$ cat src/rtl/snake_pkg.sv
// snake_pkg: shared constants, FSM state type and helpers for the snake movement sequencer.
//   Heading one-hot codes, default grid geometry, coordinate/index widths,
//   FSM state enum and the reverse-direction function.
package snake_pkg;
    localparam logic [3:0] H_UP    = 4'b0001;
    localparam logic [3:0] H_RIGHT = 4'b0010;
    localparam logic [3:0] H_DOWN  = 4'b0100;
    localparam logic [3:0] H_LEFT  = 4'b1000;

    localparam int GRID_W_DEF  = 32;
    localparam int GRID_H_DEF  = 24;
    localparam int MAX_LEN_DEF = 64;
    localparam int XW_DEF      = $clog2(GRID_W_DEF);
    localparam int YW_DEF      = $clog2(GRID_H_DEF);
    localparam int IW_DEF      = $clog2(MAX_LEN_DEF);

    typedef enum logic [2:0] {
        S_IDLE,
        S_RUN,
        S_MOVE,
        S_CHECK,
        S_COMMIT,
        S_DEAD,
        S_INIT
    } state_t;

    // up<->down and right<->left swap by exchanging the two bit pairs
    function automatic logic [3:0] reverse_dir(input logic [3:0] d);
        return {d[1:0], d[3:2]};
    endfunction
endpackage

$ cat src/rtl/snake_move_ctrl_if.sv
// snake_move_ctrl_if: game-side and renderer-side signals of the movement sequencer.
//   slave  (sequencer): in start, heading, grow_req, rd_idx;
//                       out head_x, head_y, length, step_done, game_over, rd_x, rd_y, rd_valid
//   master (driver):    the mirror image
interface snake_move_ctrl_if
    import snake_pkg::*;
#(
    parameter int XW = XW_DEF,
    parameter int YW = YW_DEF,
    parameter int IW = IW_DEF
);
    logic          start;
    logic [3:0]    heading;
    logic          grow_req;
    logic [XW-1:0] head_x;
    logic [YW-1:0] head_y;
    logic [IW:0]   length;
    logic          step_done;
    logic          game_over;
    logic [IW-1:0] rd_idx;
    logic [XW-1:0] rd_x;
    logic [YW-1:0] rd_y;
    logic          rd_valid;

    modport slave (
        input  start, heading, grow_req, rd_idx,
        output head_x, head_y, length, step_done, game_over, rd_x, rd_y, rd_valid
    );

    modport master (
        output start, heading, grow_req, rd_idx,
        input  head_x, head_y, length, step_done, game_over, rd_x, rd_y, rd_valid
    );
endinterface

$ cat src/rtl/snake_seg_buf.sv
// snake_seg_buf: circular body-segment position store.
//   clk, rst_n     clock, asynchronous active-low reset (all entries -> (X0,Y0))
//   we, wa, wx, wy single write port
//   sa -> sx, sy   combinational scan read
//   ra -> rx, ry   registered render read (1 clock latency)
module snake_seg_buf #(
    parameter int            DEPTH = 64,
    parameter int            XW    = 5,
    parameter int            YW    = 5,
    parameter logic [XW-1:0] X0    = '0,
    parameter logic [YW-1:0] Y0    = '0
) (
    input  logic                     clk,
    input  logic                     rst_n,
    input  logic                     we,
    input  logic [$clog2(DEPTH)-1:0] wa,
    input  logic [XW-1:0]            wx,
    input  logic [YW-1:0]            wy,
    input  logic [$clog2(DEPTH)-1:0] sa,
    output logic [XW-1:0]            sx,
    output logic [YW-1:0]            sy,
    input  logic [$clog2(DEPTH)-1:0] ra,
    output logic [XW-1:0]            rx,
    output logic [YW-1:0]            ry
);
    logic [XW-1:0] mx [DEPTH];
    logic [YW-1:0] my [DEPTH];

    always_ff @(posedge clk or negedge rst_n) begin
        if (!rst_n) begin
            for (int i = 0; i < DEPTH; i++) begin
                mx[i] <= X0;
                my[i] <= Y0;
            end
            rx <= '0;
            ry <= '0;
        end else begin
            if (we) begin
                mx[wa] <= wx;
                my[wa] <= wy;
            end
            rx <= mx[ra];
            ry <= my[ra];
        end
    end

    assign sx = mx[sa];
    assign sy = my[sa];
endmodule

$ cat src/rtl/snake_move_ctrl.sv
// snake_move_ctrl: tick-driven snake head sequencer with wall and self-collision detection.
//   clk, rst_n  clock, asynchronous active-low reset
//   bus.slave   start/heading/grow_req in; head_x/head_y/length/step_done/game_over out;
//               rd_idx in, rd_x/rd_y/rd_valid out (registered renderer read port)
module snake_move_ctrl
    import snake_pkg::*;
#(
    parameter int GRID_W   = GRID_W_DEF,
    parameter int GRID_H   = GRID_H_DEF,
    parameter int MAX_LEN  = MAX_LEN_DEF,
    parameter int TICK_DIV = 25_000_000
) (
    input  logic             clk,
    input  logic             rst_n,
    snake_move_ctrl_if.slave bus
);
    localparam int XW = $clog2(GRID_W);
    localparam int YW = $clog2(GRID_H);
    localparam int IW = $clog2(MAX_LEN);
    localparam int LW = IW + 1;
    localparam int CW = $clog2(TICK_DIV);
    localparam logic [XW-1:0] X0 = XW'(GRID_W / 2);
    localparam logic [YW-1:0] Y0 = YW'(GRID_H / 2);

    state_t        state, state_n;
    logic [CW-1:0] cnt;
    logic [XW-1:0] hx, cx, nx, wx, sx;
    logic [YW-1:0] hy, cy, ny, wy, sy;
    logic [LW-1:0] len, n_seg, idx;
    logic [IW-1:0] hp, wa, sa, ra;
    logic [3:0]    dir, dir_n;
    logic          grow, tick, busy, wall, hit, we, step_done, rd_valid;

    always_comb begin
        busy  = state inside {S_RUN, S_MOVE, S_CHECK, S_COMMIT};
        tick  = cnt == CW'(TICK_DIV - 1);
        n_seg = (grow && len < LW'(MAX_LEN)) ? len + 1'b1 : len;
        dir_n = ($onehot(bus.heading) && !(len > LW'(1) && bus.heading == reverse_dir(dir))) ? bus.heading : dir;
        wall  = (dir_n == H_UP && hy == '0) || (dir_n == H_DOWN && hy == YW'(GRID_H - 1)) ||
                (dir_n == H_LEFT && hx == '0) || (dir_n == H_RIGHT && hx == XW'(GRID_W - 1));
        nx    = dir_n == H_RIGHT ? hx + 1'b1 : dir_n == H_LEFT ? hx - 1'b1 : hx;
        ny    = dir_n == H_DOWN ? hy + 1'b1 : dir_n == H_UP ? hy - 1'b1 : hy;
        // scan step k checks the segment that becomes k after the move, i.e. current segment k-1;
        // the current tail is never read, so a non-growing snake may step into its vacating tail
        sa    = hp - IW'(idx - 1'b1);
        hit   = sx == cx && sy == cy;
        we    = state == S_COMMIT || state == S_INIT;
        wa    = state == S_INIT ? '0 : hp + 1'b1;
        wx    = state == S_INIT ? X0 : cx;
        wy    = state == S_INIT ? Y0 : cy;
        ra    = hp - bus.rd_idx;
    end

    always_comb begin
        state_n = state;
        case (state)
            S_IDLE:   state_n = bus.start ? S_RUN : S_IDLE;
            S_RUN:    state_n = tick ? S_MOVE : S_RUN;
            S_MOVE:   state_n = wall ? S_DEAD : S_CHECK;
            S_CHECK:  state_n = idx >= n_seg ? S_COMMIT : hit ? S_DEAD : S_CHECK;
            S_COMMIT: state_n = S_RUN;
            S_DEAD:   state_n = bus.start ? S_INIT : S_DEAD;
            S_INIT:   state_n = S_RUN;
            default:  state_n = S_IDLE;
        endcase
    end

    always_ff @(posedge clk or negedge rst_n) begin
        if (!rst_n) begin
            state     <= S_IDLE;
            cnt       <= '0;
            hx        <= X0;
            hy        <= Y0;
            cx        <= X0;
            cy        <= Y0;
            len       <= LW'(1);
            hp        <= '0;
            dir       <= H_RIGHT;
            grow      <= 1'b0;
            idx       <= LW'(1);
            step_done <= 1'b0;
            rd_valid  <= 1'b0;
        end else begin
            state     <= state_n;
            cnt       <= (busy && !tick) ? cnt + 1'b1 : '0;
            idx       <= state == S_CHECK ? idx + 1'b1 : LW'(1);
            step_done <= state == S_COMMIT;
            rd_valid  <= LW'(bus.rd_idx) < len;
            // a request arriving during COMMIT is kept for the following move
            grow      <= (state == S_COMMIT || state == S_INIT) ? bus.grow_req :
                         grow | (bus.grow_req && state != S_IDLE && state != S_DEAD);
            if (state == S_MOVE) begin
                dir <= dir_n;
                cx  <= nx;
                cy  <= ny;
            end
            if (state == S_COMMIT) begin
                hx  <= cx;
                hy  <= cy;
                hp  <= hp + 1'b1;
                len <= n_seg;
            end
            if (state == S_INIT) begin
                hx  <= X0;
                hy  <= Y0;
                len <= LW'(1);
                hp  <= '0;
                dir <= H_RIGHT;
            end
        end
    end

    snake_seg_buf #(
        .DEPTH (MAX_LEN),
        .XW    (XW),
        .YW    (YW),
        .X0    (X0),
        .Y0    (Y0)
    ) u_buf (
        .clk   (clk),
        .rst_n (rst_n),
        .we    (we),
        .wa    (wa),
        .wx    (wx),
        .wy    (wy),
        .sa    (sa),
        .sx    (sx),
        .sy    (sy),
        .ra    (ra),
        .rx    (bus.rd_x),
        .ry    (bus.rd_y)
    );

    assign bus.head_x    = hx;
    assign bus.head_y    = hy;
    assign bus.length    = len;
    assign bus.step_done = step_done;
    assign bus.game_over = state == S_DEAD;
    assign bus.rd_valid  = rd_valid;
endmodule
$ cat src/flat_wrapper.sv
// flat-port wrapper written by rule: the top's interface ports become plain ports
module snake_move_ctrl_flat import snake_pkg::*;
#(
    parameter int GRID_W   = GRID_W_DEF,
    parameter int GRID_H   = GRID_H_DEF,
    parameter int MAX_LEN  = MAX_LEN_DEF,
    parameter int TICK_DIV = 25_000_000
)
  (clk, rst_n, bus_start, bus_heading, bus_grow_req, bus_rd_idx, bus_head_x, bus_head_y, bus_length, bus_step_done, bus_game_over, bus_rd_x, bus_rd_y, bus_rd_valid);
  snake_move_ctrl_if bus_i ();
  input  logic clk;
  input  logic rst_n;
  input wire logic [$bits(bus_i.start)-1:0] bus_start;
  input wire logic [$bits(bus_i.heading)-1:0] bus_heading;
  input wire logic [$bits(bus_i.grow_req)-1:0] bus_grow_req;
  input wire logic [$bits(bus_i.rd_idx)-1:0] bus_rd_idx;
  output wire logic [$bits(bus_i.head_x)-1:0] bus_head_x;
  output wire logic [$bits(bus_i.head_y)-1:0] bus_head_y;
  output wire logic [$bits(bus_i.length)-1:0] bus_length;
  output wire logic [$bits(bus_i.step_done)-1:0] bus_step_done;
  output wire logic [$bits(bus_i.game_over)-1:0] bus_game_over;
  output wire logic [$bits(bus_i.rd_x)-1:0] bus_rd_x;
  output wire logic [$bits(bus_i.rd_y)-1:0] bus_rd_y;
  output wire logic [$bits(bus_i.rd_valid)-1:0] bus_rd_valid;
  assign bus_i.start = bus_start;
  assign bus_i.heading = bus_heading;
  assign bus_i.grow_req = bus_grow_req;
  assign bus_i.rd_idx = bus_rd_idx;
  assign bus_head_x = bus_i.head_x;
  assign bus_head_y = bus_i.head_y;
  assign bus_length = bus_i.length;
  assign bus_step_done = bus_i.step_done;
  assign bus_game_over = bus_i.game_over;
  assign bus_rd_x = bus_i.rd_x;
  assign bus_rd_y = bus_i.rd_y;
  assign bus_rd_valid = bus_i.rd_valid;
  snake_move_ctrl #(.GRID_W(GRID_W), .GRID_H(GRID_H), .MAX_LEN(MAX_LEN), .TICK_DIV(TICK_DIV)) u_core (.clk(clk), .rst_n(rst_n), .bus(bus_i));
endmodule
$ cat config.mk
export PLATFORM = sky130hd
export DESIGN_NAME = snake_move_ctrl_flat
export DESIGN_NICKNAME = d
export VERILOG_FILES = /design/src/rtl/snake_pkg.sv /design/src/rtl/snake_move_ctrl_if.sv /design/src/rtl/snake_seg_buf.sv /design/src/rtl/snake_move_ctrl.sv /design/src/flat_wrapper.sv
export SDC_FILE = /design/constraint.sdc
export NUM_CORES = 1
export LEC_CHECK = 0
export CORE_ASPECT_RATIO = 1.25
export CORE_MARGIN = 2
export CORE_UTILIZATION = 42
export CTS_CLUSTER_SIZE = 10
export DETAILED_ROUTE_END_ITERATION = 8
export MAX_ROUTING_LAYER = met4
export PLACE_DENSITY_LB_ADDON = 0.2
export SKIP_CTS_REPAIR_TIMING = 1
export SYNTH_ARGS = -nofsm -noshare
export SYNTH_HDL_FRONTEND = slang
export SYNTH_SLANG_ARGS = --single-unit
$ cat constraint.sdc
create_clock -name clk -period 9.8 [get_ports clk]
set_clock_uncertainty 0.2 [all_clocks]
set_input_delay 1.96 -clock clk [delete_from_list [all_inputs] [get_ports clk]]
set_output_delay 1.96 -clock clk [all_outputs]
set_load 0.05 [all_outputs]
==> out/results.tsv, run 1 <==
metric	value	unit
wire_per_inst	25.8	um
setup.worst_path.start_class	flop	
cts_buffers	84	
fin_area	0.0419	mm2
num-fill-cells	8286	
die_h	341	um
drc_errors	0	
yosys.area.top_type_share	34.3	%
switchingPower	1.48	mW
ant_nets	0	
die-area	0.0934	mm2
pwr_density_cell	149	mW/mm2
synth.cell_area	0.0382	mm2
clockRootBuffer	clkbuf_16	
grt_first_pass_wirelength	179000	um
p_sw_share	23.8	%
final_max_slew_viol_count	0	
grt-ovfl-total	0	
start_util	42.5	%
synth_xor_area_share	1.55	%
drive_above_1_share	21.1	%
final_cell_mix	nand2_1, o21ai_0, dfrtp_1	
maxCapViolations	0	
synthCells	3457	
fmax	0.168	GHz
grt_use_total	26.5	%
slew_headroom	7.16	%
nets	3379	
synth_top_family_by_area	multiplexers	
synth_area_leaders	dfrtp_1, mux4_2, dfstp_2, o21ai_0, nand2_1	
p_total	6.22	mW
dr.pass1.iters	5	
synth_ff_type	dfrtp_1	
status	finished clean	
grt_antenna_before_repair	3	
arrival	6.35	ns
vias_per_cell	5.96	
htree_levels	3	
power.internal	4.74	mW
hold_viol_final	0	
core	0.0900	mm2
synthAdderAreaFrac	1.50	%
utilization	46.5	%
yosysWarnings	0	
setup_tns	0	ns
end_kind	flop	
worst_pin_slew	1.39	ns
cts.sinks	725	
pwr-share-seq	48.6	%
worstPathRequired	10.19	ns
rows	123	
area_delta_synth_final	9.55	%
synth-compound-area-share	12.1	%
synth-seq-cells	725	
yosys.area_share.simple	10.8	%
synth_top_area_cell	dfrtp_1	
setup-violations-final	0	
io_buffers	43	
layout_setup_ws	3.84	ns
cts_tree	done	
yosys-mux-area-fraction	22.3	%
synth_cell_type_count	62	
clockPowerShare	46.9	%
synth_nets	3515	
vias	27300	
die_w	274	um
p_leak	16.8	nW
cp_max_fo	40	
dpl.hpwl	73600	um
mostFrequentLayoutCell	nand2_1	
crit_type	reg -> reg	
post-route-min-period	5.96	ns
wl	118000	um
drt_iter0_drc	2750	
hold_path.class	reg -> reg	
synth_edf_count	0	
place.gp.congestion	0.897	
clk_pin_slew_worst_paths	0.06	ns
vdd_ir_drop_max	0.000145	V
cts_buffer_depth	3	
syn_avg_cell_area	11.1	um2
placed_area	0.0394	mm2
synth_seq_area_share	48.1	%
ioPinCount	44	
rsz0062_at_grt	no	
period_share	60.8	%
grt_pass1_vias	26800	
combPwrFrac	4.4	%
synth-async-reset-ratio	100	%
dp_slack	3.43	ns
grt_max_degree	166	
insertion_delay	0.67	ns
[layout make-up]
cell class                      count  area [um2]  area share, %
Multi-Input combinational cell   2393       18600           44.4
Sequential cell                   725       18400           43.9
Clock buffer                      149        2380           5.68
Tap cell                         1187        1490           3.55
Timing Repair Buffer               85         838           2.00
Inverter                           32         120          0.287
Clock inverter                      7        72.6          0.173
Antenna cell                        1        2.50        0.00598
[cell usage after synthesis (31+ instances only)]
master	instances
mux4_2	337
clkbuf_1	240
mux2i_1	74
xnor2_1	33
a21oi_1	39
nand2_1	808
dfstp_2	201
dfrtp_1	524
o21ai_0	675
xor2_1	31
ha_1	41
nor2_1	78
inv_1	32
[logic make-up after synthesis]
| family | Yosys count |
|---|---|
| and+or+nand+nor | 1017 |
| xor gates and xnor gates | 66 |
| buffers and inverters | 339 |
| DFF | 725 |
| adders and majority gates | 44 |
| muxes | 419 |
| AOI/OAI and AO/OA | 847 |
[path summary, 6_finish.rpt]
kind | start | endpoint | slack (ns) | cells after the start
worst min register to register | u_core.idx[0] | u_core.idx[0] | 0.28 | 1
worst max-delay path | u_core.hp[1] | u_core.state[2] | 3.84 | 16
worst min-delay path | u_core.idx[0] | u_core.idx[0] | 0.28 | 1
min in group asynchronous | rst_n | u_core.u_buf.mx[96] | 1.11 | 1
max in group asynchronous | rst_n | u_core.u_buf.mx[20] | 6.66 | 2
worst max register to register | u_core.hp[1] | u_core.state[2] | 3.84 | 16
[critical path: stages (launching register included)]
cell and delay (ns):
dfrtp_1 0.46, inv_1 0.10, ha_1 0.30, inv_1 0.08, ha_4 0.13, inv_1 0.05, fa_4 1.25, buf_4 0.68
mux4_2 0.40, mux2i_1 0.18, nand2_1 0.09, a32oi_1 0.66, nand3_1 0.20, xnor2_1 0.22, nand4_1 0.14, o41ai_2 0.48
a21o_1 0.18
[sequential cells by signal, indices dropped and copies added (netlist names), 3 cells and up]
register,flops
u_core.bus.head_y,5
u_core.bus.length,7
u_core.cx,5
u_core.u_buf.my,320
u_core.hp,6
u_core.bus.head_x,5
u_core.u_buf.ry,5
u_core.cnt,25
u_core.cy,5
u_core.idx,7
u_core.dir,4
u_core.u_buf.mx,320
u_core.state,3
u_core.u_buf.rx,5
[per-stage QoR]
step                hold slack [ns]  instances
global placement              0.259       4422
floorplan                     0.245       3457
finish                        0.276       4579
global route                  0.287       4579
CTS                           0.277       4578
detailed placement            0.262       4422
[per-layer routing]
layer	part of all wire (%)	routed length, um	track usage [%]
met5	0	0	-
met3	6.7	7960	4.11
met2	48	56200	41.4
met1	41	48800	34.6
met4	4.5	5270	11.1
[power by group through the flow]
stage	combinational [mW]	clock, mW	sequential, mW
after CTS	0.282	2.97	3.03
final	0.276	2.92	3.03
after floorplan	0.145	0	3.08
after detailed placement	0.282	0	3.08
after global routing	0.303	3.09	3.03
after global placement	0.280	0	3.08
Note: power is estimated with default switching activity, not from simulation.
==> run 2: changes to the inputs <==
==> constraint.sdc (replaced) <==
create_clock -name clk -period 5.2 [get_ports clk]
set_clock_uncertainty 0.2 [all_clocks]
set_input_delay 1.04 -clock clk [delete_from_list [all_inputs] [get_ports clk]]
set_output_delay 1.04 -clock clk [all_outputs]
set_load 0.05 [all_outputs]
==> run 2 against run 1 <==
Net effect: power grew 90%; largest cell class unchanged; critical path depth did not move; final area increased by 2.4%; combinational power grew 110%; count of clock-buffer cells in the layout grew 1; sequential cell count is the same; final cell count up 2.2%.
==> out/results.tsv, run 2 (synthesis gave the netlist of run 1 again) <==
metric	value	unit
status	finished clean	
cts_tree	done	
rows	123	
worst_pin_slew	1.22	ns
critPathLaunch	u_core.idx[1]	
place.gp.congestion	0.917	
reg_top3	u_core.u_buf.mx x320, u_core.u_buf.my x320, u_core.cnt x25	
clockRootBuffer	clkbuf_16	
hold_viol_final	0	
cts.sinks	725	
slew_headroom	18.6	%
drc_errors	0	
grt_first_pass_wirelength	183000	um
ioPinCount	44	
die_h	341	um
rsz0062_at_grt	no	
placed_area	0.0404	mm2
grt-ovfl-total	0	
grt_pass1_vias	27400	
dpl.hpwl	80400	um
grt_max_degree	88	
dr.pass1.iters	8	
core	0.0900	mm2
layout_setup_ws	0.200	ns
wire_per_inst	25.7	um
ant_nets	0	
worstPathRequired	5.58	ns
arrival	5.38	ns
io_buffers	43	
cts_buffer_depth	3	
insertion_delay	0.64	ns
htree_levels	3	
crit_type	reg -> reg	
vias_per_cell	5.90	
dp_slack	0.294	ns
utilization	47.6	%
final_max_slew_viol_count	0	
end_kind	flop	
cts_buffers	84	
start_util	42.5	%
vdd_ir_drop_max	0.000248	V
hold_slack	0.204	ns
reg2reg_from	u_core.idx[1]	
maxCapViolations	0	
setup-violations-final	0	
clk_pin_slew_worst_paths	0.06	ns
grt_use_total	27.1	%
area_delta_synth_final	12.2	%
final_cell_mix	nand2_1, o21ai_0, dfrtp_1	
fmax	0.200	GHz
pwr_density_cell	276	mW/mm2
setup.worst_path.start_class	flop	
drive_above_1_share	23.4	%
mostFrequentLayoutCell	nand2_1	
drt_iter0_drc	2585	
p_leak	17.4	nW
nets	3479	
grt_antenna_before_repair	1	
post-route-min-period	5.00	ns
vias	27600	
cp_max_fo	32	
hold_path.class	in -> async	
die_w	274	um
period_share	96.2	%
wl	120000	um
die-area	0.0934	mm2
setup_tns	0	ns
fin_area	0.0429	mm2
run 2: final cells by class:
type | instances | area (um2)
Timing Repair Buffer | 185 | 1800
Antenna cell | 1 | 2.50
Clock inverter | 7 | 65.1
Sequential cell | 725 | 18400
Fill cell | 8184 | 47200
Inverter | 32 | 120
Tap cell | 1187 | 1490
Clock buffer | 150 | 2430
Multi-Input combinational cell | 2393 | 18600
run 2: power by group:
group	total, mW	switching (mW)	internal (mW)
registers	5.70	0.0242	5.68
logic	0.571	0.364	0.206
clock network	5.55	2.40	3.15
total	11.8	2.79	9.03
run 2: per-stage QoR:
step	std cells	total power, mW
floorplan	3457	6.08
global placement	4522	6.37
detailed placement	4522	6.38
CTS	4679	11.9
global route	4679	12.2
finish	4680	11.8
run 2: final timing paths:
path	endpoint	slack, ns	depth (start not counted)
min in group clk	u_core.idx[0]	0.27	1
setup / recovery	u_core.state[2]	0.20	16
hold / removal	u_core.u_buf.mx[155]	0.20	1
max in group asynchronous	u_core.u_buf.mx[29]	3.31	3
hold reg to reg	u_core.idx[0]	0.27	1
setup reg to reg	u_core.state[2]	0.20	16
run 2: per-layer routing:
layer  part of all wire, %  wire length [um]  track usage (%)  vias up
met5                     0                 0                -        -
met4                   4.5              5380             11.1        0
met3                   6.2              7480             3.99      222
met2                    48             57300             42.1      960
met1                    42             50200             35.7    14000
li1                      -                 -                -    12400
run 2: critical path, stage by stage, from the launching register on:
cell,delay (ns)
dfrtp_1,0.43
ha_1,0.30
inv_1,0.09
ha_4,0.13
inv_1,0.06
fa_4,0.91
buf_12,0.24
buf_4,0.22
mux4_2,0.31
o22ai_1,0.19
a21oi_1,0.14
a32o_1,0.32
nor3_1,0.37
xor2_1,0.18
nand4_1,0.11
o41ai_2,0.51
a21o_1,0.18
